<file path="config.mk">
export PLATFORM = sky130hd
export DESIGN_NAME = deserializer_flat
export DESIGN_NICKNAME = d
export VERILOG_FILES = /design/src/rtl/deserializer_pkg.sv /design/src/rtl/deserializer_if.sv /design/src/rtl/deserializer.sv /design/src/flat_wrapper.sv
export SDC_FILE = /design/constraint.sdc
export NUM_CORES = 1
export LEC_CHECK = 0
export ABC_CLOCK_PERIOD_IN_PS = 2700
export CAP_MARGIN = 10
export CORE_UTILIZATION = 35
export CTS_BUF_LIST = sky130_fd_sc_hd__clkbuf_8
export CTS_CLUSTER_DIAMETER = 50
export DETAILED_ROUTE_END_ITERATION = 6
export SYNTH_ARGS = -nofsm -noshare
export SYNTH_HDL_FRONTEND = slang
export SYNTH_SLANG_ARGS = --single-unit
export TNS_END_PERCENT = 20
</file>
<file path="constraint.sdc">
create_clock -name clk -period 2.7 [get_ports clk]
set_input_delay 0.405 -clock clk [delete_from_list [all_inputs] [get_ports clk]]
set_output_delay 0.405 -clock clk [all_outputs]
set_load 0.01 [all_outputs]
</file>
<file path="src/rtl/deserializer_pkg.sv">
// -----------------------------------------------------------------------------
// deserializer_pkg
// Shared definitions for the word-stream / frame converters. The serializer
// and the deserializer both import this package, so both ends agree on one
// frame layout: lane k of a frame lives in slice k.
// Contents:
//   LANES_DEF, WIDTH_DEF : default frame geometry
//   word_t, frame_t      : word and frame types at the default geometry
//   word_kind_e          : what an accepted input word does to the frame
// -----------------------------------------------------------------------------
package deserializer_pkg;

  localparam int LANES_DEF = 4;
  localparam int WIDTH_DEF = 16;

  typedef logic [WIDTH_DEF-1:0] word_t;
  typedef word_t [LANES_DEF-1:0] frame_t;

  // Classification of one input cycle.
  typedef enum logic [2:0] {
    KIND_NONE     = 3'd0,  // no word accepted
    KIND_STORE    = 3'd1,  // word goes into a shadow lane
    KIND_COMPLETE = 3'd2,  // last lane: frame moves to the output register
    KIND_RESYNC   = 3'd3,  // sof in mid-frame: restart frame at this word
    KIND_DROP     = 3'd4   // non-sof word while waiting for sof: discard
  } word_kind_e;

endpackage

</file>
<file path="src/rtl/deserializer_if.sv">
// -----------------------------------------------------------------------------
// deserializer_if
// Bundles the input word stream, the output frame handshake and the framing
// error status of the deserializer.
//   in_valid/in_sof/in_data/in_ready : word stream (lane 0 flagged by in_sof)
//   out_valid/out_data/out_ready     : assembled frame, lane k in slice k
//   err_sync/drop_cnt                : framing error pulse and saturating count
// Modports:
//   master : the environment (word producer and frame consumer)
//   slave  : the deserializer itself
// -----------------------------------------------------------------------------
interface deserializer_if
  import deserializer_pkg::*;
#(
  parameter int LANES = LANES_DEF,
  parameter int WIDTH = WIDTH_DEF
) ();

  logic                         in_valid;
  logic                         in_sof;
  logic [WIDTH-1:0]             in_data;
  logic                         in_ready;
  logic                         out_valid;
  logic [LANES-1:0][WIDTH-1:0]  out_data;
  logic                         out_ready;
  logic                         err_sync;
  logic [7:0]                   drop_cnt;

  modport master (
    output in_valid, in_sof, in_data, out_ready,
    input  in_ready, out_valid, out_data, err_sync, drop_cnt
  );

  modport slave (
    input  in_valid, in_sof, in_data, out_ready,
    output in_ready, out_valid, out_data, err_sync, drop_cnt
  );

endinterface

</file>
<file path="src/rtl/deserializer.sv">
// -----------------------------------------------------------------------------
// deserializer
// Collects LANES consecutive words of WIDTH bits into one frame. Lanes
// 0..LANES-2 are parked in shadow registers; when the last lane is accepted
// the whole frame is copied into the output register in the same edge, so
// out_valid rises one cycle after the last word and back-to-back frames need
// no bubble. Only the last lane is ever back-pressured, and only while the
// previous frame is still waiting for the consumer.
// Framing errors (sof in mid-frame, or a non-sof word while waiting for sof)
// produce a registered one-cycle err_sync pulse and bump a saturating drop_cnt.
// Ports:
//   clk   : clock, rising edge
//   rst_n : asynchronous active-low reset
//   bus   : deserializer_if.slave (word input, frame output, error status)
// -----------------------------------------------------------------------------
module deserializer
  import deserializer_pkg::*;
#(
  parameter int LANES = LANES_DEF,
  parameter int WIDTH = WIDTH_DEF
) (
  input  logic           clk,
  input  logic           rst_n,
  deserializer_if.slave  bus
);

  localparam int CNT_W = (LANES > 1) ? $clog2(LANES) : 1;
  localparam logic [CNT_W-1:0] LAST = CNT_W'(LANES - 1);

  logic [CNT_W-1:0]             cnt_r, cnt_s;
  logic [LANES-1:0][WIDTH-1:0]  shadow_r, shadow_s;
  logic [LANES-1:0][WIDTH-1:0]  out_data_r, out_data_s;
  logic                         out_valid_r, out_valid_s;
  logic                         err_sync_r, err_sync_s;
  logic [7:0]                   drop_cnt_r, drop_cnt_s;
  logic                         in_ready_s;
  word_kind_e                   kind_s;

  // Acceptance: only the last lane can be blocked, and only by a stalled frame.
  always_comb begin
    in_ready_s = (cnt_r != LAST) || !out_valid_r || bus.out_ready;
  end

  // Classify the current cycle; sof misuse takes priority over completion.
  always_comb begin
    kind_s = KIND_NONE;
    if (bus.in_valid && in_ready_s) begin
      if (bus.in_sof && (cnt_r != '0)) begin
        kind_s = KIND_RESYNC;
      end else if (!bus.in_sof && (cnt_r == '0)) begin
        kind_s = KIND_DROP;
      end else if (cnt_r == LAST) begin
        kind_s = KIND_COMPLETE;
      end else begin
        kind_s = KIND_STORE;
      end
    end else begin
      kind_s = KIND_NONE;
    end
  end

  // Next-state logic for lane counter, shadow lanes, output frame and errors.
  always_comb begin
    cnt_s       = cnt_r;
    shadow_s    = shadow_r;
    out_data_s  = out_data_r;
    // A frame handed off this cycle empties the output unless replaced below.
    out_valid_s = out_valid_r && !bus.out_ready;
    err_sync_s  = 1'b0;

    case (kind_s)
      KIND_NONE: begin
        cnt_s = cnt_r;
      end
      KIND_STORE: begin
        shadow_s[cnt_r] = bus.in_data;
        cnt_s           = cnt_r + CNT_W'(1);
      end
      KIND_COMPLETE: begin
        out_data_s       = shadow_r;
        out_data_s[LAST] = bus.in_data;
        out_valid_s      = 1'b1;
        cnt_s            = '0;
      end
      KIND_RESYNC: begin
        // The partial frame is abandoned; this word becomes the new lane 0.
        shadow_s[0] = bus.in_data;
        cnt_s       = CNT_W'(1);
        err_sync_s  = 1'b1;
      end
      KIND_DROP: begin
        cnt_s      = '0;
        err_sync_s = 1'b1;
      end
      default: begin
        cnt_s = '0;
      end
    endcase

    if (err_sync_s && (drop_cnt_r != 8'hFF)) begin
      drop_cnt_s = drop_cnt_r + 8'd1;
    end else begin
      drop_cnt_s = drop_cnt_r;
    end
  end

  // State registers; reset clears everything including the data paths.
  always_ff @(posedge clk or negedge rst_n) begin
    if (!rst_n) begin
      cnt_r       <= '0;
      shadow_r    <= '0;
      out_data_r  <= '0;
      out_valid_r <= 1'b0;
      err_sync_r  <= 1'b0;
      drop_cnt_r  <= 8'd0;
    end else begin
      cnt_r       <= cnt_s;
      shadow_r    <= shadow_s;
      out_data_r  <= out_data_s;
      out_valid_r <= out_valid_s;
      err_sync_r  <= err_sync_s;
      drop_cnt_r  <= drop_cnt_s;
    end
  end

  assign bus.in_ready  = in_ready_s;
  assign bus.out_valid = out_valid_r;
  assign bus.out_data  = out_data_r;
  assign bus.err_sync  = err_sync_r;
  assign bus.drop_cnt  = drop_cnt_r;

endmodule

</file>
<file path="src/flat_wrapper.sv">
// flat-port wrapper written by rule: the top's interface ports become plain ports
module deserializer_flat import deserializer_pkg::*;
#(
  parameter int LANES = LANES_DEF,
  parameter int WIDTH = WIDTH_DEF
)
  (clk, rst_n, bus_in_valid, bus_in_sof, bus_in_data, bus_out_ready, bus_in_ready, bus_out_valid, bus_out_data, bus_err_sync, bus_drop_cnt);
  deserializer_if #(.LANES(LANES), .WIDTH(WIDTH)) bus_i ();
  input  logic clk;
  input  logic rst_n;
  input wire logic [$bits(bus_i.in_valid)-1:0] bus_in_valid;
  input wire logic [$bits(bus_i.in_sof)-1:0] bus_in_sof;
  input wire logic [$bits(bus_i.in_data)-1:0] bus_in_data;
  input wire logic [$bits(bus_i.out_ready)-1:0] bus_out_ready;
  output wire logic [$bits(bus_i.in_ready)-1:0] bus_in_ready;
  output wire logic [$bits(bus_i.out_valid)-1:0] bus_out_valid;
  output wire logic [$bits(bus_i.out_data)-1:0] bus_out_data;
  output wire logic [$bits(bus_i.err_sync)-1:0] bus_err_sync;
  output wire logic [$bits(bus_i.drop_cnt)-1:0] bus_drop_cnt;
  assign bus_i.in_valid = bus_in_valid;
  assign bus_i.in_sof = bus_in_sof;
  assign bus_i.in_data = bus_in_data;
  assign bus_i.out_ready = bus_out_ready;
  assign bus_in_ready = bus_i.in_ready;
  assign bus_out_valid = bus_i.out_valid;
  assign bus_out_data = bus_i.out_data;
  assign bus_err_sync = bus_i.err_sync;
  assign bus_drop_cnt = bus_i.drop_cnt;
  deserializer #(.LANES(LANES), .WIDTH(WIDTH)) u_core (.clk(clk), .rst_n(rst_n), .bus(bus_i));
endmodule
</file>
==> impl_metrics.py <==
metrics = {
    "yosys": {
        "synth_area_leaders": "dfrtp_1, mux2_4, mux2_2",
        "synth_compound_area_share_pct": 1.407,
        "synth_top_cell_by_area": "dfrtp_1",
        "ys_types": 37,
        "synth.area.mux_share_pct": 28.39,
        "synth-simple-area-share_pct": 4.416,
        "synth_edf_count": 0,
        "yosys_warnings": 0,
        "synthFlopType": "dfrtp_1",
        "seq_area_frac_synth_pct": 60.18,
        "synthAdderAreaFrac_pct": 1.456,
        "syn_nets": 337,
        "ys_ff_latch": 124,
        "synth_top_family_by_area": "multiplexers",
        "synth_xor_area_share_pct": 1.359,
        "syn_area_sq_um": 5156,
        "synthArstFlopShare_pct": 100.0,
        "netlist.area_leader.share_pct": 60.18,
        "postSynthCellCount": 310,
        "synth_area_per_cell_sq_um": 16.63,
    },
    "timing": {
        "final_max_slew_viol_count": 0,
        "final-hold-violation-count": 0,
        "worst_slew_pin_slew_ns": 0.5338,
        "rsz0062_at_grt": "no",
        "relSlewSlack_pct": 64.41,
        "clock.fmax_mhz": 427.4,
        "period_share_pct": 86.65,
        "finClkSkew_ns": 0.01157,
        "totalNegativeSetupSlack_ns": 0,
        "setup_viol": 0,
        "fin_crit_ns": 2.340,
    },
    "route": {
        "post_drt_wl_per_cell_um": 16.49,
        "via_count": 2886,
        "drtIter0Drc": 101,
        "drc": 0,
        "wirelength_um": 10090,
        "ant_nets": 0,
        "drtPass1Iterations": 4,
        "via_per_inst": 4.716,
    },
    "setup_path": {
        "worstPathArrival_ns": 1.93,
        "worstSetupStartpoint": "u_core.cnt_r[0]",
        "end_kind": "output pin",
        "r2r-start": "u_core.cnt_r[0]",
        "start_kind": "flip-flop",
        "worstPathRequired_ns": 2.30,
        "cp_num_buf_inv": 1,
        "slowest_stage": "clkdlybuf4s50_1",
        "worst_path_largest_cell_delay_ns": 0.56,
        "crit_chain": "ha_1 -> nand3b_1 -> clkdlybuf4s50_1",
        "cp_max_fo": 8,
        "cpLargestDelayFamily": "buffers and inverters",
        "timing_worst_setup_path_type": "flip-flop to output pin",
    },
    "cells_and_area": {
        "area_delta_synth_final_pct": 29.24,
        "nets": 447,
        "final_cells": 612,
        "final_common_cell": "dfrtp_1",
        "diodes": 0,
        "fill_cells": 1284,
        "layout_common_cells": "dfrtp_1, clkdlybuf4s50_1, mux2_2",
        "seq_area_sq_um": 3103,
        "drive_gt1_share_pct": 33.80,
        "multi_input_area_sq_um": 1917,
        "post-route-util_pct": 47.10,
    },
    "floorplanning": {
        "start_util_pct": 36.44,
        "core_area_sq_um": 14150,
        "io_pins": 96,
        "fp.dieH_um": 123.4,
        "fp.dieW_um": 123.4,
        "die_area_sq_um": 15220,
        "row_count": 43,
    },
    "power_and_ir_drop": {
        "leakage_nw": 3.042,
        "ir_drop_mv": 0.4056,
        "powerDensity_nw_per_um2": 1066,
    },
    "placed_design": {
        "hpwl_um": 6500,
        "numPortBuffers": 95,
        "place_inst": 580,
        "gp_congestion": 0.8014,
    },
    "clocking": {
        "clkTransAtPathRegs_ns": 0.07,
        "h-tree-depth": 4,
        "cts_tree": "built",
        "cts_setup_buffers": 0,
        "clockBufferDepth": 2,
        "cts.sinks": 124,
        "cts_buffers": 17,
        "cts_root_buffer": "clkbuf_8",
        "clk_latency_ns": 0.43,
    },
    "outcome": {
        "outcome": "finished clean",
    },
    "global_route": {
        "grt_pass1_wl_um": 16490,
        "grt_max_degree": 50,
        "grt_pass1_vias": 3112,
        "grt_util_all_layers_pct": 14.64,
        "grt_overflow": 0,
        "antenna_found_initial": 0,
    },
    "hold_path": {
        "hp-start": "u_core.shadow_r[14]",
        "worstHoldPathType": "flip-flop to flip-flop",
    },
    "flow_run": {
        "cap_violations": 0,
    },
}
==> report_power, final <==
part | switching, W | leakage, nW | internal [W]
clock | 0.000697 | 0.204 | 0.000841
combinational | 0.000864 | 1.22 | 0.00162
sequential | 0.000462 | 1.61 | 0.00261
==> final timing paths <==
check                                          end  slack, ns  cells after the start
setup / recovery                      bus_in_ready       0.36                      3
min in group asynchronous      u_core.shadow_r[41]       0.50                      2
hold / removal                 u_core.shadow_r[14]       0.49                      1
max in group asynchronous  u_core.bus.out_data[54]       1.49                      3
setup reg to reg           u_core.bus.out_data[10]       0.40                      7
hold reg to reg                u_core.shadow_r[14]       0.49                      1
==> sequential cells by signal, indices dropped and copies added (netlist names) <==
signal / flops
u_core.bus.out_valid: 1
u_core.cnt_r: 2
u_core.shadow_r: 48
u_core.bus.err_sync: 1
u_core.bus.drop_cnt: 8
u_core.bus.out_data: 64
==> per-stage QoR <==
stage / hold slack [ns] / cell area, sq um / setup slack, ns / power (W)
after global placement: 0.4176 / 6284 / 0.3161 / 0.005550
after global routing: 0.5057 / 6664 / 0.2707 / 0.007542
after floorplan: 0.1094 / 5156 / 0.7126 / 0.004389
final: 0.4884 / 6664 / 0.3605 / 0.007102
after CTS: 0.4869 / 6664 / 0.3167 / 0.007207
after detailed placement: 0.4262 / 6284 / 0.2780 / 0.005626
==> synthesized netlist by cell type (3+ instances only) <==
master / number
dfrtp_1: 124
mux2_2: 53
mux2_4: 51
mux2_1: 9
nand2_1: 7
nor2_1: 7
ha_1: 6
buf_6: 5
buf_8: 5
xor2_1: 5
nand3_1: 3
xnor2_1: 3
==> cell families (layout without fill, tap and decap cells) <==
group / Yosys count / in the layout
muxes: 113 / 113
and+or+nand+nor: 38 / 38
xor gates and xnor gates: 8 / 8
DFF: 124 / 124
AOI/OAI and AO/OA: 8 / 8
buffers and inverters: 13 / 135
adders and majority gates: 6 / 6
==> layout make-up <==
type | count | share of cell area (%)
Sequential cell | 124 | 46.56
Clock inverter | 12 | 1.633
Timing Repair Buffer | 102 | 15.62
Clock buffer | 19 | 3.924
Inverter | 2 | 0.1127
Multi-Input combinational cell | 173 | 28.76
Tap cell | 180 | 3.380
==> routing by layer <==
layer | vias to the layer above | wire length [um] | global-route usage, % | part of all wire [%]
met4 | 0 | 188 | 6.325 | 1.9
li1 | 1318 | - | - | -
met2 | 70 | 4800 | 21.72 | 48
met1 | 1485 | 4773 | 19.81 | 47
met3 | 13 | 331 | 4.336 | 3.3
met5 | - | 0 | 0 | 0
==> worst reg2reg max path, delay by kind of cell, from the launching register on <==
family	cells	cell delay, ns
xor gates and xnor gates	1	0.21
adders and majority gates	1	0.37
buffers and inverters	2	0.48
muxes	1	0.40
and+or+nand+nor	2	0.29
DFF	1	0.44
==> repair_timing <==
action	4_1_cts	5_1_grt
hold buffers	1	0
gates resized for setup	0	0
hold endpoints to repair	37	0
No activity file was read; power rests on OpenSTA's default activity.
